[src/rtl/jtdd2_sndcmd.sv]
// Main-CPU to sound-CPU command channel: a small byte FIFO feeding a latch/irq handshake.
// Optional irq re-pulse on missing acknowledge: define JTDD2_SNDCMD_RETRY_EN.
module jtdd2_sndcmd #(
    parameter int unsigned DEPTH     = 4,
    parameter int unsigned IRQ_LEN   = 16,
    parameter int unsigned RETRY_CYC = 4096
) (
    input  logic       clk,
    input  logic       rst,
    input  logic       main_wr,
    input  logic [7:0] main_din,
    input  logic       status_rd,
    output logic [7:0] main_status,
    input  logic       snd_rd,
    output logic [7:0] snd_latch,
    output logic       snd_irq
);

    localparam int unsigned PW = (DEPTH > 1) ? $clog2(DEPTH) : 1;
    localparam int unsigned CW = PW + 1;

    typedef enum logic [1:0] {StIdle, StPulse, StWaitAck} state_e;

    state_e          r_state;
    state_e          w_state_d;

    logic [7:0]      r_mem [DEPTH];
    logic [PW-1:0]   r_wr_ptr;
    logic [PW-1:0]   r_rd_ptr;
    logic [CW-1:0]   r_count;
    logic            r_ovf;
    logic [7:0]      r_latch;
    logic            r_irq;
    logic [7:0]      r_irq_cnt;
    logic            r_snd_rd_q;

    logic            w_full;
    logic            w_empty;
    logic            w_ack;
    logic            w_pop;
    logic            w_push;
    logic            w_drop;
    logic            w_irq_load;
    logic            w_irq_drop;
    logic            w_busy;
    logic            w_retry_fire;

    assign w_full  = (r_count == CW'(DEPTH));
    assign w_empty = (r_count == '0);
    assign w_ack   = snd_rd & ~r_snd_rd_q;
    // A write to a full FIFO is still accepted when the head leaves in the same cycle.
    assign w_push  = main_wr & (~w_full | w_pop);
    assign w_drop  = main_wr & ~w_push;

`ifdef JTDD2_SNDCMD_RETRY_EN
    localparam int unsigned RW = $clog2(RETRY_CYC + 1);

    logic [RW-1:0]   r_retry;

    assign w_retry_fire = (r_retry == RW'(RETRY_CYC - 1));

    // Held at zero outside WAIT_ACK, so it restarts on every entry.
    always_ff @(posedge clk) begin
        if (rst || r_state != StWaitAck) begin
            r_retry <= '0;
        end else begin
            r_retry <= r_retry + RW'(1);
        end
    end
`else
    // RETRY_CYC has no effect in this build.
    assign w_retry_fire = (RETRY_CYC == 32'd0) & 1'b0;
`endif

    always_ff @(posedge clk) begin
        if (rst) begin
            r_state <= StIdle;
        end else begin
            r_state <= w_state_d;
        end
    end

    always_comb begin
        w_state_d = r_state;
        case (r_state)
            StIdle: begin
                if (!w_empty) w_state_d = StPulse;
            end
            StPulse: begin
                if (w_ack)                  w_state_d = StIdle;
                else if (r_irq_cnt == 8'd1) w_state_d = StWaitAck;
            end
            StWaitAck: begin
                if (w_ack)             w_state_d = StIdle;
                else if (w_retry_fire) w_state_d = StPulse;
            end
            default: w_state_d = StIdle;
        endcase
    end

    always_comb begin
        w_busy     = (r_state != StIdle);
        w_pop      = (r_state == StIdle) & ~w_empty;
        w_irq_load = w_pop | ((r_state == StWaitAck) & ~w_ack & w_retry_fire);
        w_irq_drop = (r_state == StPulse) & (w_ack | (r_irq_cnt == 8'd1));
    end

    always_ff @(posedge clk) begin
        if (!rst && w_push) begin
            r_mem[r_wr_ptr] <= main_din;
        end
    end

    always_ff @(posedge clk) begin
        if (rst) begin
            r_wr_ptr   <= '0;
            r_rd_ptr   <= '0;
            r_count    <= '0;
            r_ovf      <= 1'b0;
            r_latch    <= 8'h00;
            r_irq      <= 1'b0;
            r_irq_cnt  <= 8'd0;
            r_snd_rd_q <= 1'b0;
        end else begin
            r_snd_rd_q <= snd_rd;

            if (w_push) r_wr_ptr <= r_wr_ptr + PW'(1);
            if (w_pop) begin
                r_rd_ptr <= r_rd_ptr + PW'(1);
                r_latch  <= r_mem[r_rd_ptr];
            end

            case ({w_push, w_pop})
                2'b10:   r_count <= r_count + CW'(1);
                2'b01:   r_count <= r_count - CW'(1);
                default: r_count <= r_count;
            endcase

            // A dropped write wins over a coincident status read.
            if (w_drop)         r_ovf <= 1'b1;
            else if (status_rd) r_ovf <= 1'b0;

            if (w_irq_load) begin
                r_irq     <= 1'b1;
                r_irq_cnt <= 8'(IRQ_LEN);
            end else if (w_irq_drop) begin
                r_irq <= 1'b0;
            end else if (r_state == StPulse) begin
                r_irq_cnt <= r_irq_cnt - 8'd1;
            end
        end
    end

    assign main_status = {w_busy, w_full, r_ovf, 1'b0, 4'(r_count)};
    assign snd_latch   = r_latch;
    assign snd_irq     = r_irq;

endmodule

[config.mk]
export PLATFORM = sky130hd
export DESIGN_NAME = jtdd2_sndcmd
export DESIGN_NICKNAME = d
export VERILOG_FILES = /design/src/rtl/jtdd2_sndcmd.sv
export SDC_FILE = /design/constraint.sdc
export NUM_CORES = 1
export LEC_CHECK = 0
export CORE_AREA = 2 2 72 74
export CTS_CLUSTER_SIZE = 10
export DETAILED_ROUTE_END_ITERATION = 10
export DIE_AREA = 0 0 74 76
export PLACE_DENSITY = 0.81
export SYNTH_ARGS = -nofsm -noshare
export SYNTH_HDL_FRONTEND = slang
export SYNTH_SLANG_ARGS = --single-unit
[constraint.sdc]
create_clock -name clk -period 2.6 [get_ports clk]
set_input_delay 0.52 -clock clk [delete_from_list [all_inputs] [get_ports clk]]
set_output_delay 0.52 -clock clk [all_outputs]
set_load 0.02 [all_outputs]
==> reports/metrics.csv <==
stage,metric,value,unit
route,vias,1693,
die,die_x,74,um
route,drt_pass1_iterations,4,
die,die_y,76,um
cts,clk_pin_slew,0.08,ns
timing,worstMarginPinSlew,0.630,ns
grt,grt_pass1_wl,7640,um
power_and_ir_drop,p_int,2.25,mW
place,dp_hpwl,3150,um
cts,htree_levels,3,
timing,skew,0.0115,ns
route,viasPerCell,5.27,
power_and_ir_drop,power.density,1110,mW/mm^2
synth,yosysUniqueCellTypes,45,
place,place_inst,305,
finish,syn_to_final_growth,20.0,%
cts,clockBufferDepth,2,
cts,cts-root-buf,clkbuf_8,
power_and_ir_drop,pwr-share-seq,37.9,%
timing,finalCritPeriodShare,95.3,%
place,place_congestion,0.888,
power_and_ir_drop,clockPowerShare,27.0,%
timing,setup_viol,0,
synth,synth.yosys.warnings,0,
power_and_ir_drop,p_leak,1.10,nW
die,dieArea,0.00562,sq mm
cts,cts_setup_buffers,0,
grt,grt_max_degree,25,
route,routed_wirelength,4710,um
timing,rsz0062_at_grt,false,
power_and_ir_drop,sw_frac_of_total,35.1,%
timing,relSlewSlack,57.9,%
worst_setup_path,crit_path_start_kind,register,
worst_setup_path,crit_fanout,6,
grt,grt-ovfl-total,0,
die,io_pins,30,
timing,tns,0,ns
synth,yosys.area.top_type,edfxtp_1,
cts,cts_tree,built,
synth,synthArstFlopShare,0,%
worst_setup_path,crit_path_end_kind,primary output,
power_and_ir_drop,ir_drop,0.534,mV
synth,syn_inst,220,
cts,hold_buffers,0,
cts,clk-insertion-delay-late,0.34,ns
synth,synth.avg_cell_area,11.9,sq um
timing,max_freq,404,MHz
status,status,finished clean,
cts,cts_resized,0,
cts,cts_num_sinks,60,
finish,fin_cells,321,
synth,ys_top_cells_by_area,"edfxtp_1 (37%), dfxtp_1 (21%), mux4_2 (6.9%)",
worst_hold_path,hp-class,reg -> reg,
timing,hold_violations,0,
worst_setup_path,worstPathRequired,2.08,ns
synth,syn_area,0.00261,sq mm
synth,synth_common_cells,"edfxtp_1 (32), dfxtp_1 (28), nand2_1 (22)",
synth,yosysMostFrequentCell,edfxtp_1,
route,drtIter0Drc,100,
place,numPortBuffers,27,
power_and_ir_drop,p_sw,1.22,mW
finish,diodes,0,
die,start_util,53.1,%
route,wire_per_inst,14.7,um
synth,ys.flop_type,edfxtp_1,
grt,grt_antenna_before_repair,0,
grt,grtUsageTotal,18.5,%
die,core_region_area,0.00491,sq mm
timing,slew_viol_final,0,
worst_setup_path,critPathKind,reg -> out,
timing,setup_ws,0.122,ns
die,num_rows,26,
synth,ys_seq_area_share,58.3,%
worst_setup_path,worstPathArrival,1.96,ns
route,drc,0,
synth,synth_top_area_share,36.8,%
finish,drive_above_1_share,13.5,%
place,placed_area,0.00291,sq mm
timing,period_needed,2.48,ns
finish,fin_area,0.00313,sq mm
synth,synth_edf_count,32,
finish,final_net_count,266,
cts,cts_made_buffers,9,
power_and_ir_drop,power_frac_comb,35.1,%
run,drv_cap,0,
synth,ys_seq_elements,60,
place,post-place-ws,0.282,ns
route,drt.antenna.violating_nets,0,
grt,first_global_vias,1639,
[power by group through the flow]
stage,Sequential (mW),Combinational [mW],Clock [mW]
floorplan,1.36,0.817,0
global placement,1.33,1.19,0
detailed placement,1.34,1.22,0
CTS,1.32,1.22,0.950
global route,1.34,1.34,1.00
finish,1.31,1.22,0.936
[worst max-delay path: stages, from the launching register on]
cell and delay, ns:
dfxtp_1 0.43, or3b_2 0.51, inv_1 0.09, clkdlybuf4s50_1 0.60
[sequential cells by signal (all words and copies together) (netlist names)]
register,flops
snd_latch,8
r_rd_ptr,2
snd_irq,1
r_irq_cnt,8
r_state,2
r_ovf,1
r_count,3
r_mem,32
r_snd_rd_q,1
r_wr_ptr,2
[layout make-up]
type                            count  area, sq um
Clock buffer                        9          124
Clock inverter                      7         98.8
Fill cell                         397         1780
Inverter                           10         37.5
Multi-Input combinational cell    134          961
Sequential cell                    60         1520
Tap cell                           70         87.6
Timing Repair Buffer               31          300
[metrics by stage]
step	hold slack (ns)	utilization, %	power (mW)
6_report	0.463	63.7	3.47
5_1_grt	0.480	63.7	3.68
4_1_cts	0.463	63.7	3.49
3_5_place_dp	0.449	59.2	2.56
3_3_place_gp	0.445	59.2	2.52
2_1_floorplan	0.446	-	2.18
[worst paths after layout]
path	slack, ns	to	depth (start not counted)	startpoint
worst max-delay path	0.12	main_status[6]	3	r_count[2]$_SDFFE_PP0P_
worst min-delay path	0.46	snd_latch[1]$_SDFFE_PP0P_	2	snd_latch[1]$_SDFFE_PP0P_
worst max register to register	0.46	r_count[2]$_SDFFE_PP0P_	7	r_count[2]$_SDFFE_PP0P_
worst min register to register	0.46	snd_latch[1]$_SDFFE_PP0P_	2	snd_latch[1]$_SDFFE_PP0P_
[routing by layer]
layer	part of all wire, %	global-route usage [%]	vias up	wire [um]
li1	-	-	839	-
met4	1.7	6.55	0	82
met3	3.7	8.07	7	172
met2	49	28.6	32	2320
met1	45	23.1	815	2130
met5	0	0	-	0
[placed cells by master (no fill, tap or decap), types with 3 or more instances in the layout]
cell             count
edfxtp_1            32
dfxtp_1             28
clkdlybuf4s50_1     27
nand2_1             22
a21oi_1             18
nor2_1              12
inv_1               10
clkbuf_8             9
mux4_2               8
ha_1                 6
and2_1               5
nand2b_1             5
nand3_1              5
nor2b_1              5
nor3_1               4
buf_4                4
xnor2_1              3
o21ai_0              3
o31ai_1              3
or4_1                3
[logic make-up (layout without fill, tap and decap cells)]
kind of cell,Yosys count,in the layout,synth area share [%]
XOR/XNOR,5,5,1.68
adder cells (fa/ha/maj),7,7,3.65
AND/OR/NAND/NOR,69,69,13.5
other,1,2,0.144
AO/OA/AOI/OAI,41,41,10.1
multiplexers,10,10,7.67
flip-flops,60,60,58.3
buffers and inverters,27,57,4.99
Power figures use the tool's default switching activity.
